--- config.mk ---
export PLATFORM = sky130hd
export DESIGN_NAME = i_deser_sdr
export DESIGN_NICKNAME = d
export VERILOG_FILES = /design/src/rtl/i_deser_sdr.sv
export SDC_FILE = /design/constraint.sdc
export NUM_CORES = 1
export LEC_CHECK = 0
export CAP_MARGIN = 40
export CORE_AREA = 8 8 45 47
export DETAILED_ROUTE_END_ITERATION = 10
export DIE_AREA = 0 0 53 55
export GPL_TIMING_DRIVEN = 0
export HOLD_SLACK_MARGIN = 0.12
export PLACE_DENSITY = 0.69
export SETUP_SLACK_MARGIN = 0.3
export SYNTH_ARGS = -nofsm -noshare
export SYNTH_HDL_FRONTEND = slang
export SYNTH_SLANG_ARGS = --single-unit
--- constraint.sdc ---
create_clock -name CLK -period 1.3 [get_ports CLK]
set_input_delay 0.195 -clock CLK [delete_from_list [all_inputs] [get_ports CLK]]
set_output_delay 0.195 -clock CLK [all_outputs]
set_load 0.01 [all_outputs]
--- src/rtl/i_deser_sdr.sv ---
// i_deser_sdr -- input-side serial-to-parallel capture (single data rate).
//
// Collects one serial bit per CLK from the input buffer into a WIDTH-bit
// word and presents each finished word on Q with a one-cycle DATA_VALID
// strobe. BITSLIP lets fabric training logic move the word boundary one
// bit later per rising edge of the request.
//
// Ports:
//   CLK        in   1      bit clock, rising edge only
//   RST        in   1      synchronous active-low reset
//   EN         in   1      capture enable; 0 freezes the datapath
//   D          in   1      serial data from the input buffer
//   BITSLIP    in   1      boundary-shift request, rising-edge sensitive
//   Q          out  WIDTH  last completed word (held between strobes)
//   DATA_VALID out  1      one-cycle strobe marking a new word on Q
//
// Parameters:
//   WIDTH      word width, 3..10
//   BIT_ORDER  "MSB_FIRST" (first bit lands in Q[WIDTH-1]) or
//              "LSB_FIRST" (first bit lands in Q[0])

module i_deser_sdr #(
  parameter int    WIDTH     = 4,
  parameter string BIT_ORDER = "MSB_FIRST"
) (
  input  logic             CLK,
  input  logic             RST,
  input  logic             EN,
  input  logic             D,
  input  logic             BITSLIP,
  output logic [WIDTH-1:0] Q,
  output logic             DATA_VALID
);

  localparam int            CW        = $clog2(WIDTH);
  localparam logic [CW-1:0] CNT_MAX   = CW'(WIDTH - 1);
  localparam logic [CW-1:0] CNT_ONE   = CW'(1);
  localparam bit            LSB_FIRST = (BIT_ORDER == "LSB_FIRST");

  // Reject illegal configurations at elaboration.
  if ((WIDTH < 3) || (WIDTH > 10)) begin : g_bad_width
    $fatal(1, "%m: WIDTH=%0d is illegal; legal values are 3,4,5,6,7,8,9,10", WIDTH);
  end
  if ((BIT_ORDER != "MSB_FIRST") && (BIT_ORDER != "LSB_FIRST")) begin : g_bad_order
    $fatal(1, "%m: BIT_ORDER=\"%s\" is illegal; legal values are \"MSB_FIRST\", \"LSB_FIRST\"", BIT_ORDER);
  end

  logic [WIDTH-1:0] sr_r;
  logic [CW-1:0]    cnt_r;
  logic             bs_q_r;
  logic             slip_pending_r;
  logic [WIDTH-1:0] q_r;
  logic             data_valid_r;

  logic             slip_rise_s;
  logic [WIDTH-1:0] sr_shift_s;
  logic [WIDTH-1:0] sr_nxt_s;
  logic [CW-1:0]    cnt_nxt_s;
  logic             pend_nxt_s;
  logic [WIDTH-1:0] q_nxt_s;
  logic             dv_nxt_s;

  // Next-state decode: shift, slip consume, word completion.
  always_comb begin
    slip_rise_s = BITSLIP & ~bs_q_r;

    if (LSB_FIRST) begin
      sr_shift_s = {D, sr_r[WIDTH-1:1]};
    end else begin
      sr_shift_s = {sr_r[WIDTH-2:0], D};
    end

    sr_nxt_s   = sr_r;
    cnt_nxt_s  = cnt_r;
    pend_nxt_s = slip_pending_r;
    q_nxt_s    = q_r;
    dv_nxt_s   = 1'b0;

    if (EN) begin
      sr_nxt_s = sr_shift_s;
      if (slip_pending_r) begin
        // The bit is absorbed without advancing cnt, so the boundary moves
        // one bit later. A fresh request on this same edge is dropped.
        pend_nxt_s = 1'b0;
      end else begin
        pend_nxt_s = slip_rise_s;
        if (cnt_r == CNT_MAX) begin
          cnt_nxt_s = {CW{1'b0}};
          q_nxt_s   = sr_shift_s;
          dv_nxt_s  = 1'b1;
        end else begin
          cnt_nxt_s = cnt_r + CNT_ONE;
        end
      end
    end else begin
      // Edge detect keeps running while capture is frozen.
      pend_nxt_s = slip_pending_r | slip_rise_s;
    end
  end

  // State and output registers with synchronous active-low reset.
  always_ff @(posedge CLK) begin
    if (!RST) begin
      sr_r           <= {WIDTH{1'b0}};
      cnt_r          <= {CW{1'b0}};
      bs_q_r         <= 1'b0;
      slip_pending_r <= 1'b0;
      q_r            <= {WIDTH{1'b0}};
      data_valid_r   <= 1'b0;
    end else begin
      sr_r           <= sr_nxt_s;
      cnt_r          <= cnt_nxt_s;
      bs_q_r         <= BITSLIP;
      slip_pending_r <= pend_nxt_s;
      q_r            <= q_nxt_s;
      data_valid_r   <= dv_nxt_s;
    end
  end

  assign Q          = q_r;
  assign DATA_VALID = data_valid_r;

endmodule

## Yosys cells after proc, flatten, opt, wreduce, memory -nomap -nowiden

Index checks and enable logic that the tools add are counted.
W data, S select, Z words.

| storage, ports and cells | value |
|---|---|
| input bits | 5 |
| word-level logic and storage cells | 21 |
| bits in registers | 12 |

| cells by class | value |
|---|---|
| mux-type cells | 4 |
| $add $sub $neg | 1 |
| equal/unequal tests | 1 |
| reductions and logical operators | 3 |
| bitwise operators | 6 |

Operator list:

| kind | count |
|---|---|
| $not A1 Y1 | 4 |
| $mux W1 | 3 |
| $reduce_and A3 Y1 | 1 |
| $reduce_or A3 Y1 | 1 |
| $add A2 B1 Y2 const B | 1 |
| $eq A2 B2 Y1 const B | 1 |
| $mux W2 | 1 |
| $reduce_and A2 Y1 | 1 |
| $and A1 B1 Y1 | 1 |
| $or A1 B1 Y1 | 1 |

## Longest topological paths before layout

Gate-level depths: netlist of run 1.

| logic depth | value |
|---|---|
| word-level depth | 4 |
| depth in mapped cells | 4 |
| mapped depth without buffers | 4 |

## Worst setup path before layout of run 1

Ideal clock, no wire load.

| timing path | value |
|---|---|
| path kind | reg2reg |
| start point | register cnt_r[0] |
| end point | register q_r[0], in the netlist Q[0] |
| buffers on the path | 0 |
| path slack | 0.368 ns |
| stages on the path, launching flop included | 5 |
| arrival time | 0.812 ns |
| library setup time | 0.120 ns |
| path through | dfxtp_1 -> ha_1 -> nand3b_2 -> nand3_1 -> o21ai_1 |

| between the ends | value |
|---|---|
| longest elaborated chain between the ends | 2 |

RTL lines:

| element | RTL line | RTL |
|---|---|---|
| start, declared | 49 | `logic [CW-1:0] cnt_r;` |
| start signal, assigned | 105 | `cnt_r <= {CW{1'b0}};` |
| start signal, assigned | 112 | `cnt_r <= cnt_nxt_s;` |
| $eq A2 B2 Y1 | 87 | `if (cnt_r == CNT_MAX) begin` |
| $reduce_and A3 Y1 (no source line) | - |  |
| end signal, assigned | 108 | `q_r <= {WIDTH{1'b0}};` |
| end signal, assigned | 115 | `q_r <= q_nxt_s;` |
| end, declared | 52 | `logic [WIDTH-1:0] q_r;` |

No other way between the ends.
A chain may end at the register's enable or synchronous reset.

## Final worst setup path of run 1

| timing path | value |
|---|---|
| start point | register slip_pending_r |
| end point | register cnt_r[0] |

| between the ends | value |
|---|---|
| longest elaborated chain between the ends | 2 |

RTL lines:

| element | RTL line | RTL |
|---|---|---|
| start, declared | 51 | `logic slip_pending_r;` |
| start signal, assigned | 114 | `slip_pending_r <= pend_nxt_s;` |
| $not A1 Y1 (no source line) | - |  |
| $reduce_and A2 Y1 (no source line) | - |  |

No other way between the ends.

==> impl_results.md, run 1 <==
- Die Height: 55 µm
- Top_reg_cell synth: dfxtp_1
- Clock H-tree levels: 1
- Asr flop ratio synth: 0
- N_diodes: 0
- Post-route insts no fill: 73
- Die area: 2920 µm²
- Final Max Tran Viols: 0
- Core area: 1380 µm²
- 1st-iter DRT viols: 0
- CTS tree: yes
- Share of the synthesized area in the top cell type: 0.522
- Rel. slew slack: 0.842
- Die width: 53 µm
- Area Growth Syn to Fin: 29.3%
- Final wirelength: 866 µm
- Clk sinks: 12
- Slowest stage delay, CP: 0.33 ns
- Layout cells sized above 1: 0.298
- I/O pins: 10
- Slowest cell on the critical path: dfxtp_2
- Hold_ws: 0.269 ns
- CP top delay family: flip-flops
- Worst path cell trace: and2b_4, mux2i_1, nor2b_1
- Unique masters post-synth: 16
- Syn nets: 51
- FP Rows: 14
- Mapped Area: 460 µm²
- CTS root buf: clkbuf_4
- DR vias/cell: 4.66
- Critical path fanouts, max: 4
- Gr ovfl total: 0
- RSZ-0062 raised after global routing: yes
- Vias: 340
- Startpoint types: flip-flop
- Pre-antenna DRT Iters: 1
- Yosys warns: 0
- GP Congestion: 0.624
- EDFF count, synth: 0
- Yosys reg bits: 12
- Worst-margin pin slew: 0.237 ns
- Top post-synthesis cells by area: dfxtp_1 52%, mux2i_1 11%, nor2b_1 8.2%
- Max Clock Freq: 1050 MHz
- Final Util: 0.430
- Register area: 244 µm²
- Cell taking the most area after synthesis: dfxtp_1
- Crit path arrival time: 1.12 ns
- TritonCTS Buffers: 3
- Status: complete, no violations
- Hold Vio Cnt, Final: 0
- WP buf/inv: 0
- Min Tclk post-route: 0.949 ns
- Peak supply drop: 0.614 mV
- Initial core utilization: 0.333
- Clock buffer depth: 2
- Clock transition at path regs: 0.07 ns
- Cells after DPL: 69
- Final-report setup violation count: 0
- Pwr dens: 1160 nW/µm²
- Total global-route track usage: 0.0747
- PnR worst setup slack: 0.351 ns
- Initial antenna violation count: 0
- IO Port Bufs: 8
- CP required: 1.47 ns
- Final TNS setup: 0 ns
- Largest net degree at the start of global routing: 11
- CP Capture Type: flip-flop
- Crit path kind: flip-flop to flip-flop
- Synth top cells by count: 12 x dfxtp_1, 6 x nor2b_1, 5 x mux2i_1
- Vias in the first global route: 338
- Final ANT Viol Nets: 0
- Later-pin clock latency in the skew report: 0.28 ns
- First-pass GRT wire length: 1.50 mm
- Avg Cell Area, Syn: 10.2 µm²
- Final Skew: 0.00513 ns
- Count leader, synth: dfxtp_1
- Filler cell count in the final layout: 143
- Routed WL per cell: 11.9 µm
- DRC violations left: 0
- Max_cap viols: 0
- Min-Delay Path Class: primary input to flip-flop
- Pre-CTS setup slack: 0.0235 ns
- Synth Instances: 45
- Leak: 0.270 nW
- Register area share after synthesis: 0.522
- Area of the multi-input gates: 229 µm²
- Period utilisation layout: 0.730
- Final nets: 65
==> stage by stage <==
step / instance area, µm² / power (mW)
4_1_cts: 577 / 0.688
6_report: 596 / 0.693
2_1_floorplan: 460 / 0.441
5_1_grt: 596 / 0.739
3_3_place_gp: 561 / 0.460
3_5_place_dp: 561 / 0.462
==> where the power goes <==
group	total, mW	switching, mW	internal, mW
sequential	0.394	0.0114	0.382
combinational	0.0708	0.0282	0.0426
clock	0.229	0.121	0.108
total	0.693	0.161	0.532
==> sequential cells by signal, indices dropped and copies added (netlist names) <==
register        cells
DATA_VALID          1
cnt_r               2
bs_q_r              1
slip_pending_r      1
sr_r                3
Q                   4
==> final timing paths <==
| check | slack [ns] | cells after the start | end | start |
|---|---|---|---|---|
| min | 0.27 | 3 | sr_r[1] | EN |
| max | 0.35 | 3 | cnt_r[0] | slip_pending_r |
| min reg2reg | 0.44 | 2 | Q[3] | sr_r[2] |
| max reg2reg | 0.35 | 3 | cnt_r[0] | slip_pending_r |
==> worst register-to-register path, stage by stage, from the launching register on <==
cell     delay, ns
dfxtp_2       0.33
and2b_4       0.26
mux2i_1       0.18
nor2b_1       0.06
==> area by class of cell <==
class,count,share of cell area
plain buffers,2,0.0252
clock buffers,3,0.0378
multi-input cells,31,0.384
flip-flops and latches,12,0.410
well taps,16,0.0336
repair buffers,9,0.109
==> routing by layer <==
layer / share of wire / track usage
met3: 0.11 / 0.0615
met4: 0.025 / 0.0517
met1: 0.44 / 0.0755
met2: 0.42 / 0.102
met5: 0 / 0
==> layout by cell type, fill, tap and decap left out <==
master | Yosys | routed
dfxtp_1 | 12 | 9
nor2b_1 | 6 | 6
mux2i_1 | 5 | 5
buf_2 | 1 | 5
nand2_1 | 4 | 4
clkbuf_4 | 0 | 4
nand3_1 | 4 | 4
o21ai_1 | 4 | 4
dfxtp_2 | 0 | 3
buf_4 | 1 | 2
clkdlybuf4s50_1 | 0 | 2
nand3b_4 | 0 | 1
and2b_4 | 1 | 1
and3_1 | 1 | 1
nor2_1 | 1 | 1
and2_1 | 1 | 1
nor3b_1 | 1 | 1
o21a_1 | 1 | 1
ha_4 | 0 | 1
dlymetal6s2s_1 | 0 | 1
==> cells by family after synthesis <==
kind of cell / synth area share
AO/OA/AOI/OAI: 0.0598
adder cells (fa/ha/maj): 0.0272
buffers and inverters: 0.0272
flip-flops: 0.522
multiplexers: 0.109
AND/OR/NAND/NOR: 0.255
==> what timing repair did <==
item                                    in CTS  in global routing
endpoints found under the setup margin       9                  7
resized for setup                           22                  6
pin swaps                                    0                  0
setup buffers                                0                  1
hold buffers                                 0                  0
(Power assumes the default switching activity.)
==> run 2, diff against run 1 <==
==> constraint.sdc (replaced) <==
create_clock -name CLK -period 0.9 [get_ports CLK]
set_input_delay 0.135 -clock CLK [delete_from_list [all_inputs] [get_ports CLK]]
set_output_delay 0.135 -clock CLK [all_outputs]
set_load 0.01 [all_outputs]
==> run 2 against run 1 <==
Cell count increased by 2.7%. Critical path depth unchanged. The flow now finishes with violations (negative setup slack). Global-route usage is 0.59 points higher. Final area is 16% higher. Sequential share of layout area down 3.9 points. Wire length rose by 20%.
==> impl_results.md, run 2 (synthesis gave the netlist of run 1 again) <==
- Min-Delay Path Class: primary input to flip-flop
- Critical path fanouts, max: 3
- Pint: 0.866 mW
- Max_cap viols: 0
- Sequential share of power: 0.513
- Worst flop-to-flop path startpoint: slip_pending_r
- Violated checks: negative setup slack
- Final Skew: 0.00455 ns
- Clock buffer depth: 2
- Rel. slew slack: 0.854
- Final nets: 66
- RSZ-0062 raised after global routing: yes
- Max Clock Freq: 1080 MHz
- Clock H-tree levels: 1
- Later-pin clock latency in the skew report: 0.27 ns
- Hold_ws: 0.233 ns
- Peak supply drop: 0.728 mV
- Vias: 369
- Initial core utilization: 0.333
- Commonest non-fill, non-tap cell in the layout: dfxtp_2
- FP Rows: 14
- Final wirelength: 1.04 mm
- Worst-margin pin slew: 0.220 ns
- Final ANT Viol Nets: 0
- DP Area: 579 µm²
- DR vias/cell: 4.92
- Period utilisation layout: 1.03
- R2R Path End: cnt_r[1]
- First-pass GRT wire length: 1.63 mm
- Pre-antenna DRT Iters: 4
- Slowest cell on the critical path: dfxtp_2
- Min Tclk post-route: 0.930 ns
- Hold Vio Cnt, Final: 0
- Sw power: 0.246 mW
- Sw Share: 0.221
- Final TNS setup: -0.0679 ns
- Die width: 53 µm
- GP Congestion: 0.728
- Initial antenna violation count: 0
- Largest net degree at the start of global routing: 11
- N_diodes: 0
- Crit path kind: flip-flop to flip-flop
- Hold path depth: 3
- Logic gate share of total power: 0.102
- Worst path cell trace: and2b_4, mux2i_1, nor2b_1
- PnR worst setup slack: -0.0300 ns
- R2r worst-path depth: 3
- Clock power share: 0.385
- TritonCTS Buffers: 3
- DRC violations left: 0
- Vias in the first global route: 362
- Cts hold-fix bufs: 0
- HPWL Detailed: 630 µm
- Pwr dens: 1620 nW/µm²
- Most frequent cells in the layout: 9 x dfxtp_2, 5 x mux2i_1, 5 x nor2b_1, 5 x buf_6
- Clock transition at path regs: 0.08 ns
- Max reg flops: 4
- Clk sinks: 12
- CTS tree: yes
- Status: finished with violations
- Slowest stage delay, CP: 0.33 ns
- Layout cells sized above 1: 0.542
- CP required: 1.07 ns
- I/O pins: 10
- Leak: 0.287 nW
- Die Height: 55 µm
- Crit path arrival time: 1.10 ns
- Die area: 2920 µm²
- Post-route cell area: 688 µm²
- Routed WL per cell: 13.8 µm
- Area Growth Syn to Fin: 49.5%
- Pwr Total: 1.11 mW
- IO Port Bufs: 8
- Core area: 1380 µm²
- Worst R2R Setup Slack: -0.03 ns
- Final-report setup violation count: 3
- Gr ovfl total: 0
- Hold Path Sink: sr_r[1]
- Total global-route track usage: 0.0805
- 1st-iter DRT viols: 4
- Hold Path Origin: EN
- Final Util: 0.497
- Startpoint types: flip-flop
- CP Capture Type: flip-flop
- CTS root buf: clkbuf_4
- Final Max Tran Viols: 0
run 2: cell count changes in the layout (fill, tap and decap cells not counted), moves of 2 or more:
cell	delta
dfxtp_1	-7
dfxtp_2	+6
buf_2	-5
buf_6	+5
nand3_1	-4
nand3_2	+4
buf_4	+2
run 2: cell type report:
cell class,instances,area [µm²]
Multi-Input combinational cell,31,262
Sequential cell,12,255
Clock buffer,4,36.3
Fill cell,131,696
Timing Repair Buffer,10,100
Buffer,2,15.0
Tap cell,16,20.0
run 2: worst max-delay path, delay by kind of cell, from the launching register on:
kind             cells  cell delay (ns)
muxes                1             0.18
and+or+nand+nor      2             0.32
DFF                  1             0.33
run 2: how the worst max path moves through the flow:
stage	startpoint	slack (ns)	endpoint	cells past startpoint
floorplan	slip_pending_r	0.01	cnt_r[0]	3
global placement	RST	-0.32	Q[3]	4
detailed placement	RST	-0.32	Q[3]	4
CTS	slip_pending_r	-0.03	cnt_r[1]	3
global route	cnt_r[1]	-0.07	Q[0]	4
finish	slip_pending_r	-0.03	cnt_r[1]	3
run 2: routing by layer:
metal / share of wire / up-vias / wire length [µm] / track usage
met3: 0.069 / 4 / 71 / 0.0348
li1: - / 180 / - / -
met1: 0.35 / 175 / 367 / 0.0689
met4: 0.014 / 0 / 15 / 0.0776
met2: 0.56 / 10 / 581 / 0.139
met5: 0 / - / 0 / 0
run 2: power groups by stage:
| stage | registers (mW) | logic, mW | clock network [mW] |
|---|---|---|---|
| finish | 0.570 | 0.114 | 0.428 |
| global route | 0.573 | 0.128 | 0.465 |
| CTS | 0.569 | 0.110 | 0.441 |
| detailed placement | 0.578 | 0.0971 | 0 |
| global placement | 0.577 | 0.0950 | 0 |
| floorplan | 0.575 | 0.0682 | 0 |
run 2: stage by stage:
| stage | setup WS, ns | cells |
|---|---|---|
| floorplan | 0.0144 | 45 |
| finish | -0.0300 | 75 |
| detailed placement | -0.322 | 69 |
| global route | -0.0724 | 75 |
| global placement | -0.317 | 69 |
| CTS | -0.0328 | 74 |
run 2: repair_timing:
action	4_1_cts	5_1_grt
pin swaps	2	5
endpoints found under the setup margin	17	16
resized for setup	29	13
setup buffers	1	1
